File: src/rtl/avalon_mem_burst_if.sv
// avalon_mem_burst_if: Avalon-MM burst bus between the burst master and the interconnect
interface avalon_mem_burst_if #(
  parameter int DW = 32,
  parameter int BURST_MAX = 4
);
  localparam int BCW = $clog2(BURST_MAX) + 1;
  localparam int BEW = DW / 8;
  logic [31:0]    address;
  logic [DW-1:0]  writedata;
  logic [BEW-1:0] byteenable;
  logic [BCW-1:0] burstcount;
  logic           write;
  logic           read;
  logic           waitrequest;
  logic           readdatavalid;
  logic [DW-1:0]  readdata;
  modport master (
    output address, writedata, byteenable, burstcount, write, read,
    input  waitrequest, readdatavalid, readdata
  );
  modport slave (
    input  address, writedata, byteenable, burstcount, write, read,
    output waitrequest, readdatavalid, readdata
  );
endinterface

File: src/rtl/avalon_mem_burst.sv
// avalon_mem_burst: round-robin Avalon-MM burst master for one write and one read requester
module avalon_mem_burst #(
  parameter int DW = 32,
  parameter int BURST_MAX = 4,
  localparam int BCW = $clog2(BURST_MAX) + 1,
  localparam int BEW = DW / 8
) (
  input  logic                    clk,
  input  logic                    rst_n,
  input  logic                    wr_do,
  output logic                    wr_done,
  input  logic [31:0]             wr_address,
  input  logic [BCW-1:0]          wr_burstcount,
  input  logic [BEW-1:0]          wr_be_first,
  input  logic [BEW-1:0]          wr_be_last,
  input  logic [DW*BURST_MAX-1:0] wr_line,
  input  logic                    rd_do,
  output logic                    rd_done,
  input  logic [31:0]             rd_address,
  input  logic [BCW-1:0]          rd_burstcount,
  input  logic [BEW-1:0]          rd_be,
  output logic [DW*BURST_MAX-1:0] rd_line,
  output logic [DW-1:0]           rd_partial,
  output logic                    rd_partial_valid,
  avalon_mem_burst_if.master      avm
);
  localparam logic [31:0] ALIGN = ~32'(BEW - 1);
  typedef enum logic [1:0] {IDLE, WRITE, READ} state_t;
  state_t                  state;
  logic                    last_wr;
  logic [BCW-1:0]          cnt;
  logic [BCW-1:0]          idx;
  logic [BEW-1:0]          be_last;
  logic [DW*BURST_MAX-1:0] buffer;
  logic                    rd_cand;
  logic                    wr_grant;
  logic                    rd_grant;
  // Arbitration: a read is masked while its done pulse is out, ties go opposite the last grant
  always_comb begin
    rd_cand  = rd_do && !rd_done;
    wr_grant = state == IDLE && wr_do && (!rd_cand || !last_wr);
    rd_grant = state == IDLE && rd_cand && !wr_grant;
    wr_done  = wr_grant;
  end
  // Burst sequencer: issues write beats from the captured line and collects read beats
  always_ff @(posedge clk or negedge rst_n) begin
    if (!rst_n) begin
      state            <= IDLE;
      last_wr          <= 1'b0;
      cnt              <= '0;
      idx              <= '0;
      be_last          <= '0;
      buffer           <= '0;
      rd_done          <= 1'b0;
      rd_line          <= '0;
      rd_partial       <= '0;
      rd_partial_valid <= 1'b0;
      avm.address      <= '0;
      avm.writedata    <= '0;
      avm.byteenable   <= '0;
      avm.burstcount   <= '0;
      avm.write        <= 1'b0;
      avm.read         <= 1'b0;
    end else begin
      rd_done          <= 1'b0;
      rd_partial_valid <= 1'b0;
      case (state)
        IDLE: begin
          if (wr_grant) begin
            last_wr <= 1'b1;
            if (wr_burstcount != '0) begin
              avm.address    <= wr_address & ALIGN;
              avm.burstcount <= wr_burstcount;
              avm.writedata  <= wr_line[DW-1:0];
              avm.byteenable <= wr_be_first;
              avm.write      <= 1'b1;
              be_last        <= wr_be_last;
              buffer         <= wr_line >> DW;
              cnt            <= wr_burstcount - 1'b1;
              state          <= WRITE;
            end
          end else if (rd_grant) begin
            last_wr <= 1'b0;
            if (rd_burstcount == '0) begin
              rd_done <= 1'b1;
            end else begin
              avm.address    <= rd_address & ALIGN;
              avm.burstcount <= rd_burstcount;
              avm.byteenable <= rd_burstcount == BCW'(1) ? rd_be : '1;
              avm.read       <= 1'b1;
              idx            <= '0;
              state          <= READ;
            end
          end
        end
        WRITE: begin
          if (!avm.waitrequest) begin
            if (cnt == '0) begin
              avm.write <= 1'b0;
              state     <= IDLE;
            end else begin
              avm.writedata  <= buffer[DW-1:0];
              avm.byteenable <= cnt == BCW'(1) ? be_last : '1;
              buffer         <= buffer >> DW;
              cnt            <= cnt - 1'b1;
            end
          end
        end
        READ: begin
          if (avm.read && !avm.waitrequest) avm.read <= 1'b0;
          if (avm.readdatavalid) begin
            for (int k = 0; k < BURST_MAX; k++)
              if (idx == BCW'(k)) rd_line[k*DW +: DW] <= avm.readdata;
            rd_partial       <= avm.readdata;
            rd_partial_valid <= 1'b1;
            idx              <= idx + 1'b1;
            if (idx == avm.burstcount - 1'b1) begin
              rd_done <= 1'b1;
              state   <= IDLE;
            end
          end
        end
        default: state <= IDLE;
      endcase
    end
  end
  // Requesters must never ask for more beats than a line holds
  assert property (@(posedge clk) disable iff (!rst_n) wr_do |-> wr_burstcount <= BCW'(BURST_MAX));
  assert property (@(posedge clk) disable iff (!rst_n) rd_do |-> rd_burstcount <= BCW'(BURST_MAX));
endmodule

File: src/flat_wrapper.sv
// flat-port wrapper written by rule: the top's interface ports become plain ports
module avalon_mem_burst_flat 
#(
  parameter int DW = 32,
  parameter int BURST_MAX = 4,
  localparam int BCW = $clog2(BURST_MAX) + 1,
  localparam int BEW = DW / 8
)
  (clk, rst_n, wr_do, wr_done, wr_address, wr_burstcount, wr_be_first, wr_be_last, wr_line, rd_do, rd_done, rd_address, rd_burstcount, rd_be, rd_line, rd_partial, rd_partial_valid, avm_address, avm_writedata, avm_byteenable, avm_burstcount, avm_write, avm_read, avm_waitrequest, avm_readdatavalid, avm_readdata);
  avalon_mem_burst_if #(.DW(DW), .BURST_MAX(BURST_MAX)) avm_i ();
  input  logic clk;
  input  logic rst_n;
  input  logic wr_do;
  output logic wr_done;
  input  logic [31:0] wr_address;
  input  logic [BCW-1:0] wr_burstcount;
  input  logic [BEW-1:0] wr_be_first;
  input  logic [BEW-1:0] wr_be_last;
  input  logic [DW*BURST_MAX-1:0] wr_line;
  input  logic rd_do;
  output logic rd_done;
  input  logic [31:0] rd_address;
  input  logic [BCW-1:0] rd_burstcount;
  input  logic [BEW-1:0] rd_be;
  output logic [DW*BURST_MAX-1:0] rd_line;
  output logic [DW-1:0] rd_partial;
  output logic rd_partial_valid;
  output wire logic [$bits(avm_i.address)-1:0] avm_address;
  output wire logic [$bits(avm_i.writedata)-1:0] avm_writedata;
  output wire logic [$bits(avm_i.byteenable)-1:0] avm_byteenable;
  output wire logic [$bits(avm_i.burstcount)-1:0] avm_burstcount;
  output wire logic [$bits(avm_i.write)-1:0] avm_write;
  output wire logic [$bits(avm_i.read)-1:0] avm_read;
  input wire logic [$bits(avm_i.waitrequest)-1:0] avm_waitrequest;
  input wire logic [$bits(avm_i.readdatavalid)-1:0] avm_readdatavalid;
  input wire logic [$bits(avm_i.readdata)-1:0] avm_readdata;
  assign avm_address = avm_i.address;
  assign avm_writedata = avm_i.writedata;
  assign avm_byteenable = avm_i.byteenable;
  assign avm_burstcount = avm_i.burstcount;
  assign avm_write = avm_i.write;
  assign avm_read = avm_i.read;
  assign avm_i.waitrequest = avm_waitrequest;
  assign avm_i.readdatavalid = avm_readdatavalid;
  assign avm_i.readdata = avm_readdata;
  avalon_mem_burst #(.DW(DW), .BURST_MAX(BURST_MAX)) u_core (.clk(clk), .rst_n(rst_n), .wr_do(wr_do), .wr_done(wr_done), .wr_address(wr_address), .wr_burstcount(wr_burstcount), .wr_be_first(wr_be_first), .wr_be_last(wr_be_last), .wr_line(wr_line), .rd_do(rd_do), .rd_done(rd_done), .rd_address(rd_address), .rd_burstcount(rd_burstcount), .rd_be(rd_be), .rd_line(rd_line), .rd_partial(rd_partial), .rd_partial_valid(rd_partial_valid), .avm(avm_i));
endmodule
File: config.mk
export PLATFORM = sky130hd
export DESIGN_NAME = avalon_mem_burst_flat
export DESIGN_NICKNAME = d
export VERILOG_FILES = /design/src/rtl/avalon_mem_burst_if.sv /design/src/rtl/avalon_mem_burst.sv /design/src/flat_wrapper.sv
export SDC_FILE = /design/constraint.sdc
export NUM_CORES = 1
export LEC_CHECK = 0
export CORE_AREA = 4 4 184 186
export CTS_CLUSTER_SIZE = 40
export DETAILED_ROUTE_END_ITERATION = 10
export DIE_AREA = 0 0 188 190
export DONT_BUFFER_PORTS = 1
export GPL_ROUTABILITY_DRIVEN = 0
export PLACE_DENSITY = 0.65
export SETUP_SLACK_MARGIN = 0.05
export SYNTH_ARGS = -nofsm -noshare
export SYNTH_HDL_FRONTEND = slang
export SYNTH_SLANG_ARGS = --single-unit
export TNS_END_PERCENT = 5
File: constraint.sdc
create_clock -name clk -period 1.7 [get_ports clk]
set_input_delay 0.34 -clock clk [delete_from_list [all_inputs] [get_ports clk]]
set_output_delay 0.34 -clock clk [all_outputs]
set_load 0.01 [all_outputs]
# == Word-level counts from Yosys, hierarchy flattened ==
# Cells that the tools add are included.
# classes
n_addsub,4
eq_ne,24
muxes,66
n_reduce_logical,34
# op_table
cell,count
128-bit 2-to-1 mux,4
32-bit 2-to-1 mux,8
128-bit one-hot mux with 2 select lines,1
32-bit one-hot mux with 2 select lines,1
3-bit 2-to-1 mux,12
4-bit 2-to-1 mux,8
5-bit AND reduction,4
1-bit 2-to-1 mux,17
2-bit 2-to-1 mux,8
2-bit inequality test (second input constant),8
3-bit AND reduction,5
3-bit one-hot mux with 2 select lines,2
2-bit by 1-bit inequality test with 1-bit output (second input constant),5
3-bit by 1-bit == test with 1-bit output (second input constant),3
3-bit logical NOT,3
3-bit by 1-bit subtractor with 3-bit output (second input constant),3
4-bit one-hot mux with 2 select lines,1
7-bit AND reduction,1
3-bit by 2-bit == test with 1-bit output (second input constant),2
1-bit logical AND,6
3-bit inequality test (second input constant),2
1-bit one-hot mux with 2 select lines,3
2-bit one-hot mux with 3 select lines,1
6-bit AND reduction,1
12 further kinds,19
# word_totals
reg_bits,376
inputBits,248
elab_cells,147

# == Longest topological paths before layout ==
# Gate-level depths: netlist of run 1.
# logic_depth
ltp_word,10
ltp_mapped,9
depth_no_buf,7

# == Least setup slack after synthesis of run 1 ==
# Ideal clock, no wire load.
# synth_path
kind,flip-flop to flip-flop
start,reg u_core.cnt[0]
end,reg u_core.avm.writedata[0]
setup_ns,0.127
arrival_time_ns,1.640
required_ns,1.573
slack_ns,-0.068
stages_incl_launch_ff,10
path_buffers,3
path_cell_list,dfrtp_1 inv_1 ha_1 nand2b_1 nand2b_1 a211oi_1 buf_2 buf_4 buf_4 a31oi_1
# synth_between
elab_chain_len,3
# synth_lines
item,line_no,text
start: declaration,avalon_mem_burst.sv:31,logic [BCW-1:0] cnt;
start signal: assignment,avalon_mem_burst.sv:79,cnt <= wr_burstcount - 1'b1;
start signal: assignment,avalon_mem_burst.sv:105,cnt <= cnt - 1'b1;
3-bit logical NOT,avalon_mem_burst.sv:98,if (cnt == '0) begin
2-bit inequality test (no line),--,
5-bit AND reduction (no line),--,
end signal: assignment,avalon_mem_burst.sv:74,avm.writedata <= wr_line[DW-1:0];
end signal: assignment,avalon_mem_burst.sv:102,avm.writedata <= buffer[DW-1:0];
end: declaration,avalon_mem_burst_if.sv:18,"output address, writedata, byteenable, burstcount, write, read,"
# Every way passes these cells.
# A chain may end at the register's enable or synchronous reset.

# == Worst setup path after layout of run 1 ==
# layout_path
start,reg u_core.rd_done
end,reg u_core.buffer[26]
# layout_between
elab_chain_len,7
# layout_lines
item,line_no,text
start: declaration,avalon_mem_burst.sv:18,"output logic rd_done,"
start signal: assignment,avalon_mem_burst.sv:54,rd_done <= 1'b0;
start signal: assignment,avalon_mem_burst.sv:65,rd_done <= 1'b0;
start signal: assignment,avalon_mem_burst.sv:85,rd_done <= 1'b1;
1-bit logical NOT,avalon_mem_burst.sv:40,rd_cand = rd_do && !rd_done;
1-bit logical AND,avalon_mem_burst.sv:40,
1-bit logical NOT,avalon_mem_burst.sv:41,wr_grant = state == IDLE && wr_do && (!rd_cand || !last_wr);
1-bit logical OR,avalon_mem_burst.sv:41,
1-bit logical AND,avalon_mem_burst.sv:41,
2-bit inequality test (no line),--,
5-bit AND reduction (no line),--,
end signal: assignment,avalon_mem_burst.sv:78,buffer <= wr_line >> DW;
end signal: assignment,avalon_mem_burst.sv:104,buffer <= buffer >> DW;
end: declaration,avalon_mem_burst.sv:34,logic [DW*BURST_MAX-1:0] buffer;
# Every way passes these cells.

==> run metrics, run 1 <==
Hold Slack=-472 ps; chip height=190 um; Max Cap Viol=0; status=finished with violations; CTS Buffer Depth=3; Worst Path Required=2110 ps; First-pass DRT Iterations=5; gr usage total=0.232; IO buf count=0; Worst Max-Slew Pin Slew=1360 ps; CTS tree=done; Core Area=32300 um^2; Synth Flop Type=dfrtp_1; Vias=12000; total CTS buffers=36; Clock Root Buffer=clkbuf_16; syn avg cell area=between 10 and 15 um^2; crit path max fanout=12; vias per cell=approximately 5.6; Fin Setup TNS=-20970 ps; GRT Max-Usage Layer=met2; RSZ-0062 raised after global routing=true; fmax=0.508 GHz; Fillers=~2400; ratio of cells with drive above 1 in the final layout=0.228; routed wire length=46000 um; antenna violations before repair=5; Post-synth ARST share=1.00; number of synthesized flops with an enable pin=0; first-pass GRT wire length=~67000 um; pwr dens=1720 nW/um^2; largest net degree at the start of global routing=about 340; FP Rows=66; GR met2 Demand/Resource=0.383; DPL Wire Length=26100 um; worst skew pair latency=510 ps; Die Area=35700 um^2; initial core utilization=0.443; Period minus WS final=between 1500 and 2000 ps; final setup margin=-269 ps; Final Cycle Share=1.16; main combinational cell family by area after synthesis=simple AND/OR/NAND/NOR gates; sequential area share after synthesis=0.598; share of the synthesized area in the top cell type=0.598; Sink Count=342; Final #Nets=1918; vias in the first global route=11800; Yosys top cell by area=dfrtp_1; Reg2Reg Depth=10; maximum VDD drop=956 uV; crit path launch type=flip-flop; Slew HR=0.0946; Clock Skews=17.8 ps; # setup viols final=166; area of the mapped netlist=14300 um^2; Post-Synth Simple-Gate Area=0.176; FF-to-FF Start=u_core.rd_done$_DFF_PN0_; Cell variety after synth=41; GR Util met3=0.0752; Worst Hold Class=input port to async pin; Final Hold Viols=342; H-tree levels=2; final antenna-violating net count=0; final-report max-slew violation count=0; Area contributors post-synth=dfrtp_1 (60%), nand2_1 (11%), mux2_2 (10%), a31oi_1 (5.7%), nor2_1 (3.8%); DRC errors left=0; P&R area growth vs syn=38.3%; failing checks=hold timing, setup timing; Lkg Pwr=8.85 nW; Worst setup EP type=flip-flop; Synth Area in Compound Gates=0.0687; Syn Inst Count=approximately 1400; Synth Area in Adders=0.00962; critical setup path kind=flip-flop to flip-flop; CP Launch Point=u_core.rd_done$_DFF_PN0_; Die Wd=approximately 190 um; hold_buf cts=218; mux contribution to synthesized area=0.107; wire length per cell=21.6 um; synth warn=0; met1 usage in global routing=0.285; synthesized flop and latch total=342; total gr overflow=0; Critical Path AT=2380 ps; First DRT Iteration DRCs=between 700 and 800; Clock transition at path regs=60 ps; Synth Area in XOR/XNOR=0.00306; io pins=484
## worst max-delay path: stages, from the launching register on
cell and delay (ps):
dfrtp_1 380, nand3b_1 180, buf_4 160, a31oi_4 200, a211oi_4 70, buf_6 130
buf_12 140, buf_4 150, buf_12 120, buf_16 130, a31oi_1 200
## state kept, by name, indices dropped and copies added, names as in the netlist, 2 cells and up
signal	count
u_core.rd_line	128
u_core.buffer	96
u_core.avm.writedata	32
u_core.rd_partial	32
u_core.avm.address	30
u_core.avm.byteenable	4
u_core.be_last	4
u_core.avm.burstcount	3
u_core.cnt	3
u_core.idx	3
u_core.state	2
## stage by stage
| step | setup WS, ps | utilization | area, um^2 | power, mW | std cells |
|---|---|---|---|---|---|
| after floorplan | 35.9 | - | 14300 | 21.0 | 1392 |
| after global placement | -168 | 0.470 | 15200 | 23.3 | 1807 |
| after detailed placement | -197 | 0.470 | 15200 | 23.7 | 1807 |
| after CTS | -180 | 0.588 | 19000 | 32.7 | 2102 |
| after global routing | -350 | 0.613 | 19800 | 35.8 | 2131 |
| final | -269 | 0.613 | 19800 | 34.0 | 2132 |
## cells in the mapped netlist, types with 7 or more instances
library cell and instances:
clkbuf_1 23, mux2_2 131, buf_4 16, dfrtp_1 342
nand3_1 35, nor2_1 143, nand2_1 430, buf_1 8
inv_1 11, buf_2 41, o21ai_0 10, ha_1 11
a31oi_1 130, nor3_1 7
## cells by family after synthesis
family / Yosys count
flops: 342
compound gates: 156
xor+xnor: 5
simple gates: 635
mux: 136
buf+inv: 105
fa+ha+maj: 11
other cells: 1
## worst paths after layout
path,slack (ps),endpoint
worst min register to register,470,u_core.buffer[77]$_DFFE_PN0P_
max in group asynchronous,980,u_core.state[0]$_DFFE_PN0P_
min in group clk,20,u_core.buffer[61]$_DFFE_PN0P_
worst max register to register,-270,u_core.buffer[26]$_DFFE_PN0P_
worst min-delay path,-470,u_core.buffer[59]$_DFFE_PN0P_
worst max-delay path,-270,u_core.buffer[26]$_DFFE_PN0P_
## what timing repair did
action                                  in CTS  in global routing
gates resized for setup                     61                 93
buffers inserted                            10                 13
endpoints found under the hold margin      658                342
endpoints found under the setup margin     263                258
pin swaps                                   16                  6
cloned                                       5                 11
## cell type report
type	count	area (um^2)	area share
multi-input cells	945	5800	0.293
clock inverters	9	130	0.00658
clock buffers	53	1030	0.0519
well taps	442	553	0.0280
diodes	7	17.5	0.000886
inverters	13	52.6	0.00266
flip-flops and latches	342	8560	0.433
repair buffers	321	3640	0.184
## placed cells by master, fill, tap and decap left out, types with 6 or more instances in the layout
| cell | n |
|---|---|
| a31oi_1 | 114 |
| a31oi_2 | 12 |
| buf_12 | 23 |
| buf_4 | 53 |
| buf_6 | 6 |
| clkbuf_1 | 12 |
| clkbuf_16 | 47 |
| dfrtp_1 | 341 |
| diode_2 | 7 |
| dlygate4sd3_1 | 218 |
| ha_1 | 8 |
| inv_1 | 9 |
| mux2_2 | 100 |
| mux2_4 | 31 |
| nand2_1 | 423 |
| nand3_1 | 26 |
| nand3_2 | 9 |
| nor2_1 | 102 |
| nor2_2 | 35 |
| nor2_4 | 7 |
| nor3_1 | 6 |
| o21ai_0 | 8 |
## routing by layer
| metal | wire (um) | share of wire |
|---|---|---|
| met5 | 0 | 0 |
| met2 | 22400 | 0.49 |
| met4 | 1860 | 0.040 |
| met3 | 4560 | 0.099 |
| met1 | 17200 | 0.37 |
## where the power goes
group | switching, mW | leakage, nW | total [mW] | internal [mW]
Sequential | 4.48 | 3.99 | 16.6 | 12.1
Clock | 3.16 | 0.562 | 7.81 | 4.64
Combinational | 4.37 | 4.30 | 9.61 | 5.24
Total | 12.0 | 8.85 | 34.0 | 22.0
No activity file was read; power rests on OpenSTA's default activity.
==> run 2, diff against run 1 <==
--- a/config.mk
+++ b/config.mk
@@ -5,13 +5,13 @@
 export SDC_FILE = /design/constraint.sdc
 export NUM_CORES = 1
 export LEC_CHECK = 0
-export CORE_AREA = 4 4 184 186
+export CORE_AREA = 4 4 185 187
 export CTS_CLUSTER_SIZE = 40
 export DETAILED_ROUTE_END_ITERATION = 10
-export DIE_AREA = 0 0 188 190
+export DIE_AREA = 0 0 189 191
 export DONT_BUFFER_PORTS = 1
 export GPL_ROUTABILITY_DRIVEN = 0
-export PLACE_DENSITY = 0.65
+export PLACE_DENSITY = 0.62
 export SETUP_SLACK_MARGIN = 0.05
 export SYNTH_ARGS = -nofsm -noshare
 export SYNTH_HDL_FRONTEND = slang
==> constraint.sdc (replaced) <==
create_clock -name clk -period 2.5 [get_ports clk]
set_input_delay 0.5 -clock clk [delete_from_list [all_inputs] [get_ports clk]]
set_output_delay 0.5 -clock clk [all_outputs]
set_load 0.01 [all_outputs]
==> run metrics, run 2 (synthesis results as in run 1) <==
Worst Path Required=2000 ps (-110 ps); Antenna Cells=0 (-7); ratio of cells with drive above 1 in the final layout=0.161 (-0.0674); antenna violations before repair=0 (-5); CP top delay family=simple AND/OR/NAND/NOR gates; Sink Count=342 (unchanged); # setup viols final=0 (-100%); Biggest register=u_core.rd_line; First DRT Iteration DRCs=717 (-0.28%); maximum VDD drop=589 uV (-38%); largest net degree at the start of global routing=343 (unchanged); io pins=484 (unchanged); pwr dens=1320 nW/um^2 (-23%); Vias=9838 (-18%); critical setup path kind=flip-flop to output port; crit path launch type=flip-flop; worst skew pair latency=510 ps (about the same); Final #Nets=1622 (-15%); First-pass DRT Iterations=5 (unchanged); max reg flops=128 (unchanged); DP Worst Slack=326 ps (+524 ps); Final Hold Viols=342 (unchanged); P&R area growth vs syn=10.7%; commonest cells after routing, fill and taps aside=nand2_1 (430), dfrtp_1 (342), nor2_1 (143); cells along the critical path=nand3b_1 -> nand3_4 -> clkinvlp_4 -> buf_4; Period minus WS final=2300 ps; final setup margin=204 ps (+473 ps); IO buf count=0 (unchanged); most common cell after layout, fill and taps aside=nand2_1; total gr overflow=0 (unchanged); Worst Hold Class=input port to async pin; Hold Slack=-296 ps (+176 ps); first-pass GRT wire length=57200 um (-15%); RSZ-0062 raised after global routing=false; gr usage total=0.198 (-0.0342); failing checks=hold timing; chip height=191 um (+0.53%); Max Cap Viol=0 (unchanged); post-placement cell count=1765 (-2.3%); Worst Max-Slew Pin Slew=864 ps (-494 ps); Fillers=2994 (+26%); wire length per cell=20.4 um (-5.6%); CTS Buffer Depth=3 (unchanged); design area=15800 um^2 (-20%); status=finished with violations; fmax=0.436 GHz; vias per cell=5.38 (-4.7%); Die Area=36100 um^2 (+1.1%); final-report max-slew violation count=0 (unchanged); Clock Skews=13.7 ps (-4.10 ps); initial core utilization=0.441 (-0.00225); Critical Path AT=1800 ps (-580 ps); FP Rows=66 (unchanged); Core Area=32500 um^2 (+0.51%); final antenna-violating net count=0 (unchanged); H-tree levels=2 (unchanged); DRC errors left=0 (unchanged); Slew HR=0.424 (+0.330); CTS tree=done; crit path max fanout=19 (+7); routed wire length=37200 um (-19%); Fin Setup TNS=0 ps (+20970 ps); largest registers=u_core.rd_line (128), u_core.buffer (96); placed instance area=14700 um^2 (-3.4%); Lkg Pwr=7.15 nW (-19%); vias in the first global route=9777 (-17%); Clock transition at path regs=60 ps (about the same); Max stage delay on crit path=450 ps (+70 ps); Final Cycle Share=0.918; total CTS buffers=36 (unchanged); Die Wd=189 um (+0.53%); WP buf/inv=2 (-4); Crit-path slowest cell=dfrtp_1; Clock Root Buffer=clkbuf_16; DPL Wire Length=25800 um (-0.97%); fin cells=1829 (-14%); Worst setup EP type=output port; Tot Pwr=20.9 mW (-39%)
run 2: changes by cell type in the layout (fill, tap and decap cells not counted), sizes merged:
| cell | delta |
|---|---|
| clkbuf | -11 |
| clkinv | +3 |
| inv | -1 |
| bufbuf | -3 |
| buf | -65 |
| diode | -7 |
| dlygate4sd3 | -218 |
| bufinv | -1 |
run 2: final cells by class:
class	instances	area, um^2	share of cell area
Tap cell	442	553	0.0349
Inverter	13	52.6	0.00332
Sequential cell	342	8560	0.540
Clock buffer	52	1040	0.0657
Multi-Input combinational cell	945	5260	0.332
Clock inverter	10	118	0.00742
Timing Repair Buffer	25	263	0.0166
run 2: where the power goes:
group | leakage [nW] | switching (mW) | total, mW | internal (mW)
clock | 0.570 | 2.11 | 5.21 | 3.10
sequential | 3.99 | 2.93 | 11.2 | 8.23
combinational | 2.59 | 2.21 | 4.50 | 2.29
run 2: path summary, 6_finish.rpt:
kind | slack (ps) | from | end | cells past startpoint
worst max-delay path | 200 | u_core.rd_done$_DFF_PN0_ | wr_done | 4
worst min-delay path | -300 | rst_n | u_core.avm.address[10]$_DFFE_PN0P_ | 0
worst max register to register | 380 | u_core.rd_done$_DFF_PN0_ | u_core.avm.writedata[10]$_DFFE_PN0P_ | 8
worst min register to register | 460 | u_core.buffer[64]$_DFFE_PN0P_ | u_core.buffer[64]$_DFFE_PN0P_ | 2
max in group asynchronous | 2090 | rst_n | u_core.rd_line[83]$_DFFE_PN0P_ | 0
min in group clk | 100 | avm_readdata[18] | u_core.rd_partial[18]$_DFFE_PN0P_ | 2
run 2: repair_timing:
| action | in CTS | in global routing |
|---|---|---|
| buffers inserted | 1 | 1 |
| endpoints found under the setup margin | 1 | 1 |
| pin swaps | 0 | 1 |
| endpoints found under the hold margin | 342 | 342 |
| gates cloned | 0 | 0 |
| resized for setup | 2 | 0 |
run 2: per-layer routing:
metal / vias to the layer above / wire length (um) / GRT usage / part of all wire
met5: - / 0 / 0 / 0
met3: 54 / 4120 / 0.0822 / 0.11
met4: 0 / 941 / 0.0575 / 0.025
met2: 392 / 17500 / 0.314 / 0.47
met1: 4803 / 14700 / 0.250 / 0.39
li1: 4589 / - / - / -
run 2: through the flow:
step,hold WS [ps],util
5_1_grt,-330,0.488
2_1_floorplan,204,-
4_1_cts,-334,0.488
3_5_place_dp,211,0.452
6_report,-296,0.488
3_3_place_gp,214,0.452
==> run 3, diff against run 2 <==
--- a/config.mk
+++ b/config.mk
@@ -5,13 +5,13 @@
 export SDC_FILE = /design/constraint.sdc
 export NUM_CORES = 1
 export LEC_CHECK = 0
-export CORE_AREA = 4 4 185 187
+export CORE_AREA = 2 2 188 190
 export CTS_CLUSTER_SIZE = 40
 export DETAILED_ROUTE_END_ITERATION = 10
-export DIE_AREA = 0 0 189 191
+export DIE_AREA = 0 0 190 192
 export DONT_BUFFER_PORTS = 1
 export GPL_ROUTABILITY_DRIVEN = 0
-export PLACE_DENSITY = 0.62
+export PLACE_DENSITY = 0.6
 export SETUP_SLACK_MARGIN = 0.05
 export SYNTH_ARGS = -nofsm -noshare
 export SYNTH_HDL_FRONTEND = slang
==> run metrics, run 3 (synthesis results as in run 1) <==
status=finished with violations; failing checks=hold timing, slew limit; Biggest register=u_core.rd_line; DPL Wire Length=25300 um (-2.3%); Final #Nets=1627 (+0.31%); Core Area=34300 um^2 (+5.7%); total CTS buffers=38 (+5.6%); worst skew pair latency=520 ps (about the same); critical setup path kind=flip-flop to output port; final-report max-slew violation count=106 (+106); fin cells=1850 (+1.1%); Die Area=36500 um^2 (+1.1%); Max Cap Viol=0 (unchanged); Final Cycle Share=0.863 (-0.0554); vias in the first global route=9647 (-1.3%); CTS Buffer Depth=3 (unchanged); Crit-path slowest cell=dfrtp_1; First-pass DRT Iterations=5 (unchanged); maximum VDD drop=652 uV (+11%); CP top delay family=flip-flops; Worst Hold Class=input port to async pin; R2R Setup Slk=400 ps (+20 ps); Comb pwr share=0.214 (-0.002); Sink Count=342 (unchanged); FP Rows=68 (+3.0%); wire length per cell=19.8 um (-2.6%); initial core utilization=0.417 (-0.0236); Worst Max-Slew Pin Slew=1630 ps (+770 ps); Worst Path Required=2000 ps (about the same); net switching power=7.31 mW (+0.86%); Clock Root Buffer=clkbuf_16; DP Worst Slack=320 ps (-6.40 ps); crit path launch type=flip-flop; Switching Fraction=0.344 (-0.00366); largest registers=u_core.rd_line (128), u_core.buffer (96); Period minus WS final=2160 ps (-139 ps); total gr overflow=0 (unchanged); FF+latch area=8560 um^2 (about the same); most common cell after layout, fill and taps aside=nand2_1; final antenna-violating net count=0 (unchanged); vias per cell=5.38 (about the same); P&R area growth vs syn=12.2%; Worst setup EP type=output port; H-tree levels=2 (unchanged); First DRT Iteration DRCs=645 (-10%); pwr dens=1330 nW/um^2 (+0.63%); gr usage total=0.194 (-0.00393); WP buf/inv=2 (unchanged); Multi-input gate area=5250 um^2 (-0.14%); Fin Setup TNS=0 ps (unchanged); sequential power share=0.523 (-0.012); Clock Power Share=0.263 (+0.014); # setup viols final=0 (unchanged); cells along the critical path=nand3b_1 -> nand3_2 -> clkinvlp_4 -> buf_12; final setup margin=343 ps (+139 ps); first-pass GRT wire length=55900 um (-2.3%); Fillers=3186 (+6.4%); Max stage delay on crit path=460 ps (about the same); ratio of cells with drive above 1 in the final layout=0.168 (+0.00696); Vias=9947 (+1.1%); Lkg Pwr=7.24 nW (+1.3%); IO buf count=0 (unchanged); Die Wd=190 um (+0.53%); routed wire length=36700 um (-1.5%); Slew HR=-0.0890 (-0.513); antenna violations before repair=0 (unchanged); fmax=0.464 GHz (+6.4%); io pins=484 (unchanged); RSZ-0062 raised after global routing=false; DRC errors left=0 (unchanged); Antenna Cells=0 (unchanged); largest net degree at the start of global routing=343 (unchanged); CTS tree=done; chip height=192 um (+0.52%); Clock transition at path regs=60 ps (about the same); P_int=14.0 mW (+2.5%); Hold Slack=-303 ps (-7.01 ps); commonest cells after routing, fill and taps aside=nand2_1 (430), dfrtp_1 (341), nor2_1 (143); Final Hold Viols=194 (-43%); Critical Path AT=1660 ps (-140 ps); Clock Skews=16.8 ps (+3.13 ps); max reg flops=128 (unchanged); post-placement cell count=1782 (+0.96%); crit path max fanout=24 (+5)
run 3: changes by cell type in the layout (fill, tap and decap cells not counted), sizes merged:
cell / change
inv: +1
clkbuf: +4
buf: +3
run 3: power groups by stage:
stage / combinational [mW] / sequential, mW / clock, mW
detailed placement: 4.61 / 11.3 / 0
global route: 5.21 / 11.5 / 5.96
CTS: 4.63 / 11.2 / 5.75
floorplan: 3.86 / 10.4 / 0
global placement: 4.41 / 11.2 / 0
finish: 4.55 / 11.1 / 5.59
run 3: final cells by class:
cell class                 count  share of cell area
sequential                   342               0.533
multi-input combinational    945               0.327
clock buffer                  56              0.0716
tap                          455              0.0355
timing repair buffer          28              0.0217
clock inverter                11             0.00741
inverter                      13             0.00327
run 3: routing by layer:
layer	global-route usage	vias up	routed length, um
met2	0.304	413	16800
met3	0.0687	75	3880
met5	0	-	0
met1	0.249	4863	14900
met4	0.0662	0	1070
li1	-	4596	-
run 3: final timing paths:
path	start	end	depth (start not counted)
max	u_core.rd_done$_DFF_PN0_	wr_done	4
min	rst_n	u_core.avm.writedata[31]$_DFFE_PN0P_	0
max reg2reg	u_core.cnt[0]$_DFFE_PN0P_	u_core.buffer[73]$_DFFE_PN0P_	9
min reg2reg	u_core.buffer[91]$_DFFE_PN0P_	u_core.buffer[91]$_DFFE_PN0P_	2
max in group asynchronous	rst_n	u_core.buffer[61]$_DFFE_PN0P_	0
min in group clk	avm_readdata[20]	u_core.rd_partial[20]$_DFFE_PN0P_	2
run 3: what timing repair did:
action | 4_1_cts | 5_1_grt
setup endpoints to repair | 1 | 0
buffers inserted | 1 | 0
gates resized for setup | 2 | 0
hold endpoints to repair | 342 | 342
run 3: through the flow:
stage	power [mW]	utilization	hold WS [ps]	cell area, um^2
6_report	21.3	0.468	-303	16000
5_1_grt	22.6	0.468	-336	16000
4_1_cts	21.5	0.468	-335	16000
3_5_place_dp	15.9	0.431	217	14800
3_3_place_gp	15.6	0.431	214	14800
2_1_floorplan	14.3	-	204	14300
